$ cat config.mk
export PLATFORM = sky130hd
export DESIGN_NAME = sat_counter
export DESIGN_NICKNAME = d
export VERILOG_FILES = /design/src/rtl/sat_counter.sv
export SDC_FILE = /design/constraint.sdc
export NUM_CORES = 1
export LEC_CHECK = 0
export CAP_MARGIN = 20
export CORE_MARGIN = 5
export CORE_UTILIZATION = 45
export DETAILED_ROUTE_END_ITERATION = 7
export PLACE_DENSITY = 0.74
export SKIP_CTS_REPAIR_TIMING = 1
export SLEW_MARGIN = 20
export SYNTH_ARGS = -nofsm -noshare
export SYNTH_HDL_FRONTEND = slang
export SYNTH_SLANG_ARGS = --single-unit
$ cat constraint.sdc
create_clock -name clk -period 2.4 [get_ports clk]
set_input_delay 0.6 -clock clk [delete_from_list [all_inputs] [get_ports clk]]
set_output_delay 0.6 -clock clk [all_outputs]
set_load 0.02 [all_outputs]
$ cat src/rtl/sat_counter.sv
// sat_counter: clearable up-counter that sticks at all-ones
module sat_counter #(
  parameter int W = 32
) (
  input  logic         clk,
  input  logic         rst,
  input  logic         inc,
  input  logic         clr,
  output logic [W-1:0] q
);
  always_ff @(posedge clk or negedge rst)
    if (!rst) q <= '0;
    else if (clr) q <= '0;
    else if (inc && !(&q)) q <= q + 1'b1;
endmodule

==> metrics.csv <==
stage,metric,value,unit
run,max_cap_viol_count,0,
global_route,grt_max_degree,33,
clocking,clk_latency,0.29,ns
timing,post-route-period-util,90.04,%
layout,area.sequential,800.8,sq um
timing,final.min_clock_period,2.161,ns
yosys,synth_xor_xnor_area_share,3.756,%
timing,setup_violations,0,
yosys,sequential_area_share_after_synthesis,42.92,%
route,vias,1681,
timing,grt_setup_unrepaired,false,
global_route,number_of_antenna_violations_at_the_first_check_in_global_routing,0,
clocking,clk_path_buf_depth,2,
placement,dp_worst_setup_slack,-0.07202,ns
yosys,synth-edff-count,0,
critical_path,critPathSlowestCell,or4_1,
floorplanning,dieArea,5533,sq um
pwr,peakVddDrop,0.0003007,V
placement,dpl_cell_area,2315,sq um
yosys,synth.cells.most_frequent,"dfrtp_1, a21oi_1, nand2_1",
timing,final_critical_path_setup_slack,0.2390,ns
pwr,power_report.internal_total,0.0007999,W
yosys,synth_top_family_by_area,simple AND/OR/NAND/NOR gates,
placement,gpl.final_weighted_congestion,0.8172,
floorplanning,num_rows,23,
global_route,global_route.overflow_total,0,
timing,relSlewSlack,65.46,%
floorplanning,io-pin-count,36,
clocking,root_buffer,clkbuf_8,
pwr,power_per_cell_area,434.2,nW/um^2
yosys,mappedNetlistNets,195,
critical_path,number_of_cells_on_the_critical_path,6,
yosys,synth_compound_gate_area_share,16.83,%
timing,hold_viol_final,0,
critical_path,path_cells,"clkdlybuf4s50_1, inv_1, or4_1, nor4_1, xnor2_1, nor2_1",
critical_path,worst_r2r_startpoint,q[0],
timing,maxSlewViolCount,0,
critical_path,worstPathArrival,2.32,ns
yosys,synth_area_in_simple_gates,30.38,%
route,ant_nets,0,
route,drt_first_pass_iters,4,
timing,tightest_slew,0.5164,ns
timing,skew,0.005094,ns
timing,setup_total_negative_slack,0,ns
run_status,result_of_the_run,finished clean,
layout,post_route_cells_drive_above_1_share,12.24,%
pwr,pwr-share-clk,41.3,%
layout,area.growth.synth_to_final,28.91,%
layout,num_antenna_cells,0,
layout,largest_reg_flops,32,
critical_path,setup.worst_path.class,in2reg,
critical_path,critical_path.startpoint,inc,
timing,max_freq,462.8,MHz
global_route,grtUsageTotal,18.09,%
hold_path,timing.hold.worst.class,reg2reg,
yosys,synth.most_common_cell,dfrtp_1,
clocking,tritoncts.num_buffers,5,
pwr,p_leak,0.9730,nW
route,routed_via_density,5.857,
route,routed_wire_length_per_instance,15.88,um
global_route,grt_pass1_vias,1686,
yosys,synth_area_leaders,"dfrtp_1, or4_1, a21oi_1",
global_route,first_pass_grt_wire_length,7.769,mm
pwr,pwr-share-comb,6.3,%
route,route.detailed.drc,0,
yosys,yosys.area_share.adder,0.6707,%
layout,nNetsFinal,241,
yosys,ys_async_sr_fraction,100.0,%
critical_path,crit_fanout,3,
layout,top_regs,q x32,
floorplanning,core_region_area,4000,sq um
critical_path,critical_path.top_delay_family,simple AND/OR/NAND/NOR gates,
clocking,cts-htree-levels,2,
layout,multi_input_gate_area,988.4,sq um
clocking,cts.clk_slew.worst_paths,0.07,ns
yosys,synth_top_area_share,42.92,%
floorplanning,die_width,74.39,um
yosys,ys_warn_count,0,
critical_path,cpPeakStageDelay,0.55,ns
critical_path,endpoint_kind,flop,
critical_path,crit_buf_inv,2,
critical_path,number_of_cells_on_the_worst_reg_to_reg_path,7,
layout,registers.top_by_ff_count,q,
pwr,power.share.sequential,52.4,%
layout,design_area,2405,sq um
placement,io_buffer_count,35,
floorplanning,floorplan.die.height,74.39,um
critical_path,setup.worst_path.end,q[22],
critical_path,worst-r2r-setup-slack,0.28,ns
yosys,synth_flop_cell,dfrtp_1,
clocking,cts_num_sinks,32,
yosys,syn-instance-count,190,
critical_path,setup.worst_path.start_class,input port,
timing,holdWs,0.5768,ns
yosys,post_synth.cell_area_avg,9.819,sq um
yosys,register_bit_total_from_synthesis,32,
route,drtIter0Drc,69,
route,drt_wl_total,4.558,mm
clocking,cts_tree,done,
layout,num-fill-cells,362,
yosys,synth_area,1866,sq um
critical_path,crit_required,2.56,ns
pwr,total_switching_power,0.0002443,W
yosys,yosys.cell_types.count,39,
placement,dp_hpwl,3.311,mm
pwr,netSwitchingFraction,23.40,%
critical_path,reg2reg_to,q[25],
floorplanning,start_util,46.64,%
yosys,muxShareOfSynthArea,1.341,%
yosys,synth_top_cell_by_area,dfrtp_1,
==> area by class of cell <==
type	instances	share of cell area (%)
clock buffer	8	3.746
inverter	6	0.9365
multi-input combinational	144	41.10
sequential	32	33.30
tap	50	2.601
timing repair buffer	47	18.31
==> kinds of logic (layout without fill, tap and decap cells) <==
group	count (synthesis)	count (layout)
xor+xnor	8	8
mux	2	2
fa+ha+maj	1	1
buf+inv	14	61
flops	32	32
compound gates	47	47
simple gates	86	86
==> cells in the final DEF (no fill, tap or decap), drive strengths merged, types with 2 or more instances in the layout <==
cell / n
clkbuf: 8
o31ai: 10
buf: 12
clkdlybuf4s50: 35
a21oi: 18
nand3: 8
nand4: 5
or3: 8
o211ai: 2
and2: 2
o21ai: 9
o2111ai: 4
inv: 6
o41ai: 3
nor2: 12
nor4: 4
or4: 15
or2: 2
and4: 5
and3: 6
xor2: 6
nand2: 16
xnor2: 2
dfrtp: 32
==> routing by layer <==
| metal | vias up | track usage, % | routed length, um |
|---|---|---|---|
| li1 | 822 | - | - |
| met1 | 818 | 21.75 | 2041 |
| met2 | 36 | 31.32 | 2236 |
| met3 | 5 | 5.135 | 233 |
| met4 | 0 | 5.534 | 46 |
| met5 | - | 0 | 0 |
==> power by group through the flow <==
| stage | Clock, W | Sequential [W] | Combinational, W |
|---|---|---|---|
| 5_1_grt | 0.000469 | 0.000548 | 0.0000733 |
| 4_1_cts | 0.000444 | 0.000547 | 0.0000673 |
| 3_5_place_dp | 0 | 0.000557 | 0.0000669 |
| 2_1_floorplan | 0 | 0.000561 | 0.0000297 |
| 3_3_place_gp | 0 | 0.000557 | 0.0000662 |
| 6_report | 0.000431 | 0.000547 | 0.0000657 |
==> through the flow <==
stage,std cells,total power [W],util (%)
finish,287,0.001044,60.12
global route,287,0.001090,60.12
CTS,287,0.001059,60.12
detailed placement,279,0.0006241,57.87
global placement,279,0.0006233,57.87
floorplan,190,0.0005907,-
==> tightest hold or removal path, cell delays in order, from the launching register on <==
cell,delay [ns]
dfrtp_1,0.38
o311ai_1,0.11
o41ai_1,0.06
==> worst min-delay path by stage <==
stage / from / end / slack [ns] / cells after the start
floorplan: rst / q[0] / 0.30 / 0
global placement: q[14] / q[14] / 0.55 / 2
detailed placement: q[31] / q[31] / 0.57 / 2
CTS: q[31] / q[31] / 0.58 / 2
global route: q[13] / q[13] / 0.62 / 2
finish: q[31] / q[31] / 0.58 / 2
Power figures use the tool's default switching activity.
==> edit 1 (config.mk and constraints unchanged) <==
Change the parameter `W` from 32 to 16.
--- a/src/rtl/sat_counter.sv
+++ b/src/rtl/sat_counter.sv
@@ -2,3 +2,3 @@
 module sat_counter #(
-  parameter int W = 32
+  parameter int W = 16
 ) (
Interface: changed (resized q); port bits go from 36 to 20. The function was not compared with the original's and may differ.
==> edit 1 against the unedited design <==
Sequential cell count is 16 lower. Non-clock buffer count is 27 lower. Via count is 50% lower. Cell area is 51% lower. Critical path type is now reg -> out. Synthesized area is 51% lower. Hold slack better by 0.0072 ns. Worst setup slack better by 0.14 ns. Sequential power is 49% lower. Cell count is 50% lower. Sequential share of layout area is 0.64 points higher. Global-route usage is 3.6 points lower. Total power is 52% lower. Routed wire length is 55% lower.
==> edit 1: results (changes against the unedited design) <==
post-synthesis mux area share=5.034% (was 1.341%); WHS=0.5840 ns (was 0.5768 ns); worst-margin pin slew=0.7252 ns (was 0.5164 ns); Synth Instances=95 (was 190); WHS Endpoint=q[5] (was q[31]); post-synthesis sequential area ratio=43.54% (was 42.92%); DR WL met2=980 um (was 2236 um); Iteration-0 DRC Markers=27 (was 69); routing usage on met3=4.429% (was 5.135%); compound-cell area share of the yosys netlist=15.51% (was 16.83%); clock skew=0.006029 ns (was 0.005094 ns); Largest regs=q (16) (was q (32)); reg2reg end=q[14] (was q[25]); fin nets=123 (was 241); CTS H-tree depth=1 (was 2); CTS Buf Count=3 (was 5); placed cell areas=1144 um^2 (was 2315 um^2); peak supply drop=0.2839 mV (was 0.3007 mV); worst path arrival time=1.42 ns (was 2.32 ns); max reg flops=16 (was 32); critical path endpoint category=output port (was flop); vias in the first global route=785 (was 1686); worst hold start=q[5] (was q[31]); Post-synth top cells=dfrtp_1, a21oi_1, nor2_1, nand2_1 (was dfrtp_1, a21oi_1, nand2_1, or4_1, nor2_1); Cells on Worst Hold Path=1 (was 2); dpl cells=140 (was 279); Clock Pin Slew Worst Setup and Hold Paths=0.09 ns (was 0.07 ns); WL met1=904 um (was 2041 um); worst r2r path cells=5 (was 7); FF-to-FF setup slack=0.74 ns (was 0.28 ns); Routed wire per std cell=14.19 um (was 15.88 um); status=complete, no violations (unchanged); top post-synthesis cells by area=dfrtp_1, a21oi_1, nor2_1 (was dfrtp_1, or4_1, a21oi_1); CP max-delay cell=clkdlybuf4s50_1 (was or4_1); PortBufs=19 (was 35); final WL=2043 um (was 4558 um); Worst Setup SP=q[8] (was inc); hpwl dp=1509 um (was 3311 um); first-pass GRT wire length=3574 um (was 7769 um); Yosys cell types=36 (was 39); Place WS=0.1974 ns (was -0.07202 ns); largest net degree at the start of global routing=17 (was 33); synthesized net count=100 (was 195); LEAKAGE=0.4646 nW (was 0.9730 nW); Final GP Congestion=0.7936 (was 0.8172); GRT met1 Usage=16.16% (was 21.75%); CP max FO=7 (was 3); crit-path max cell delay=0.65 ns (was 0.55 ns)
-- edit 1: cell count changes after synthesis, moves of 5 or more --
cell,before,now
a21oi_1,18,8
and3_1,6,1
dfrtp_1,32,16
nand2_1,16,7
o31ai_1,10,3
or4_1,14,2
xor2_1,6,1
-- edit 1: cells by family after synthesis --
| group | count (synthesis) |
|---|---|
| xor gates and xnor gates | 1 |
| adders and majority gates | 1 |
| and+or+nand+nor | 47 |
| buffers and inverters | 4 |
| muxes | 4 |
| AOI/OAI and AO/OA | 22 |
| DFF | 16 |
-- edit 1: cell type report --
type                            instances  area (um^2)
Clock buffer                            4        36.28
Fill cell                             187        782.0
Inverter                                2        7.507
Multi-Input combinational cell         75        504.2
Sequential cell                        16        400.4
Tap cell                               27        33.78
Timing Repair Buffer                   20        197.7
-- edit 1: power breakdown --
part           internal, mW  switching, mW
Combinational        0.0185         0.0211
Clock                0.0924         0.0895
Sequential            0.273        0.00421
Total                 0.383          0.115
==> edit 2 (same settings) <==
Made on the original files. Put one more register stage on the output `q`. The value now appears one clock later.
--- a/src/rtl/sat_counter.sv
+++ b/src/rtl/sat_counter.sv
@@ -10,6 +10,12 @@
 );
+
+  logic [W-1:0] q_s0;
   always_ff @(posedge clk or negedge rst)
-    if (!rst) q <= '0;
-    else if (clr) q <= '0;
-    else if (inc && !(&q)) q <= q + 1'b1;
+    if (!rst) q_s0 <= '0;
+    else if (clr) q_s0 <= '0;
+    else if (inc && !(&q_s0)) q_s0 <= q_s0 + 1'b1;
+  always_ff @(posedge clk) begin
+      q <= q_s0;
+  end
+
 endmodule
Check against the original RTL: not equivalent (a bounded check fails within 4 cycles, from zero or initial values and one cycle with rst low).
==> edit 2 against the unedited design <==
Routed wire length is 20% higher. Sequential cell count is 32 higher. Synthesized area grew 33%. Global-route usage is 2.0 points lower. Total power up 96%. Cell count grew 26%. Cell area rose by 35%. Worst setup slack worse by 0.12 ns. Combinational power is 14% lower. First-iteration DRC count rose by 71%. Largest cell class is now registers.
==> edit 2: results (changes against the unedited design) <==
CTS H-tree depth=3 (was 2); delay-heaviest family, CP=simple AND/OR/NAND/NOR gates (unchanged); hpwl dp=3706 um (was 3311 um); synthesized net count=236 (was 195); PortBufs=35 (unchanged); CTS Buf Count=9 (was 5); routed vias=2000 (was 1681); first-pass GRT wire length=9204 um (was 7769 um); clk buf depth=2 (unchanged); vias in the first global route=1944 (was 1686); post-synthesis sequential area ratio=58.09% (was 42.92%); Syn. warnings=0 (unchanged); crit-path max cell delay=0.50 ns (was 0.55 ns); Main synth FF type=dfxtp_1 (was dfrtp_1); asr flop ratio synth=50.00% (was 100.0%); Place WS=-0.2621 ns (was -0.07202 ns); clock skew=0.006629 ns (was 0.005094 ns); CP max-delay cell=a2111o_1 (was or4_1); worst-margin pin slew=0.5116 ns (was 0.5164 ns); final WL=5462 um (was 4558 um); CP max FO=7 (was 3); worst path arrival time=2.54 ns (was 2.32 ns); peak supply drop=0.4436 mV (was 0.3007 mV); ant diodes=0 (unchanged); placed cell areas=3009 um^2 (was 2315 um^2); fin nets=289 (was 241); Clock Pin Slew Worst Setup and Hold Paths=around 0.06 ns; top post-synthesis cells by area=dfrtp_1, dfxtp_1, xnor2_1 (was dfrtp_1, or4_1, a21oi_1); CTS root buf=clkbuf_8 (unchanged); antenna violations before repair=0 (unchanged); Yosys cell types=40 (was 39); Final GP Congestion=0.8682 (was 0.8172); Post-synth top cells=dfrtp_1, dfxtp_1, nor2_1, a21oi_1, nand3_1 (was dfrtp_1, a21oi_1, nand2_1, or4_1, nor2_1); Clk Latency, worst-skew pair=0.33 ns (was 0.29 ns); 1st-pass router iterations=4 (unchanged); LEAKAGE=1.243 nW (was 0.9730 nW); status=complete, no violations (unchanged); gr usage total=16.07% (was 18.09%); share of post-route cells with drive strength above 1=14.88% (was 12.24%); NetSw=0.4178 mW (was 0.2443 mW); Largest regs=q (32), q_s0 (32) (was q (32)); Iteration-0 DRC Markers=118 (was 69)
[edit 2: changes by cell type after synthesis, moves of 4 or more]
| cell | change |
|---|---|
| nand3_1 | +5 |
| xnor2_1 | +7 |
| nand4_1 | +10 |
| nor2_1 | +8 |
| nand2_1 | -7 |
| a21oi_1 | -5 |
| or3_1 | -4 |
| a211oi_1 | +5 |
| or4_1 | -4 |
| dfxtp_1 | +32 |
[edit 2: logic make-up (layout without fill, tap and decap cells)]
logic type	count (synthesis)	after routing	synth area share [%]
xor gates and xnor gates	16	16	5.648
and+or+nand+nor	91	91	21.08
adders and majority gates	1	1	0.5042
AOI/OAI and AO/OA	42	42	11.30
muxes	2	2	0.8573
DFF	64	64	58.09
buffers and inverters	15	73	2.521
[edit 2: power by group through the flow]
stage	sequential, mW	combinational, mW	clock [mW]
after floorplan	1.11	0.0192	0
after global placement	1.10	0.0549	0
after detailed placement	1.11	0.0570	0
after CTS	1.08	0.0573	0.931
after global routing	1.08	0.0630	0.981
final	1.08	0.0562	0.910
[edit 2: area by class of cell]
| type | count | area, um^2 |
|---|---|---|
| Clock buffer | 13 | 158.9 |
| Clock inverter | 3 | 40.04 |
| Fill cell | 461 | 2201 |
| Inverter | 4 | 15.01 |
| Multi-Input combinational cell | 152 | 1005 |
| Sequential cell | 64 | 1441 |
| Tap cell | 72 | 90.09 |
| Timing Repair Buffer | 53 | 488.0 |
[edit 2: worst paths after layout]
check / slack [ns] / cells after the start / endpoint / startpoint
max: 0.12 / 7 / q_s0[31] / q_s0[0]
min: 0.40 / 0 / q[30] / q_s0[30]
min in group asynchronous: 0.68 / 2 / q_s0[8] / rst
max reg2reg: 0.12 / 7 / q_s0[31] / q_s0[0]
min reg2reg: 0.40 / 0 / q[30] / q_s0[30]
max in group asynchronous: 1.41 / 2 / q_s0[18] / rst
[edit 2: per-stage QoR]
stage | total power [mW] | TNS, ns | instances
2_1_floorplan | 1.128 | 0 | 231
3_3_place_gp | 1.160 | -0.9436 | 345
3_5_place_dp | 1.162 | -1.098 | 345
4_1_cts | 2.072 | 0 | 361
5_1_grt | 2.127 | 0 | 361
6_report | 2.050 | 0 | 361
[edit 2: per-layer routing]
layer	track usage (%)	vias to the layer above	part of all wire [%]
met3	5.594	10	5.2
li1	-	953	-
met4	5.994	0	1.6
met1	19.76	978	45
met2	26.04	59	48
met5	0	-	0
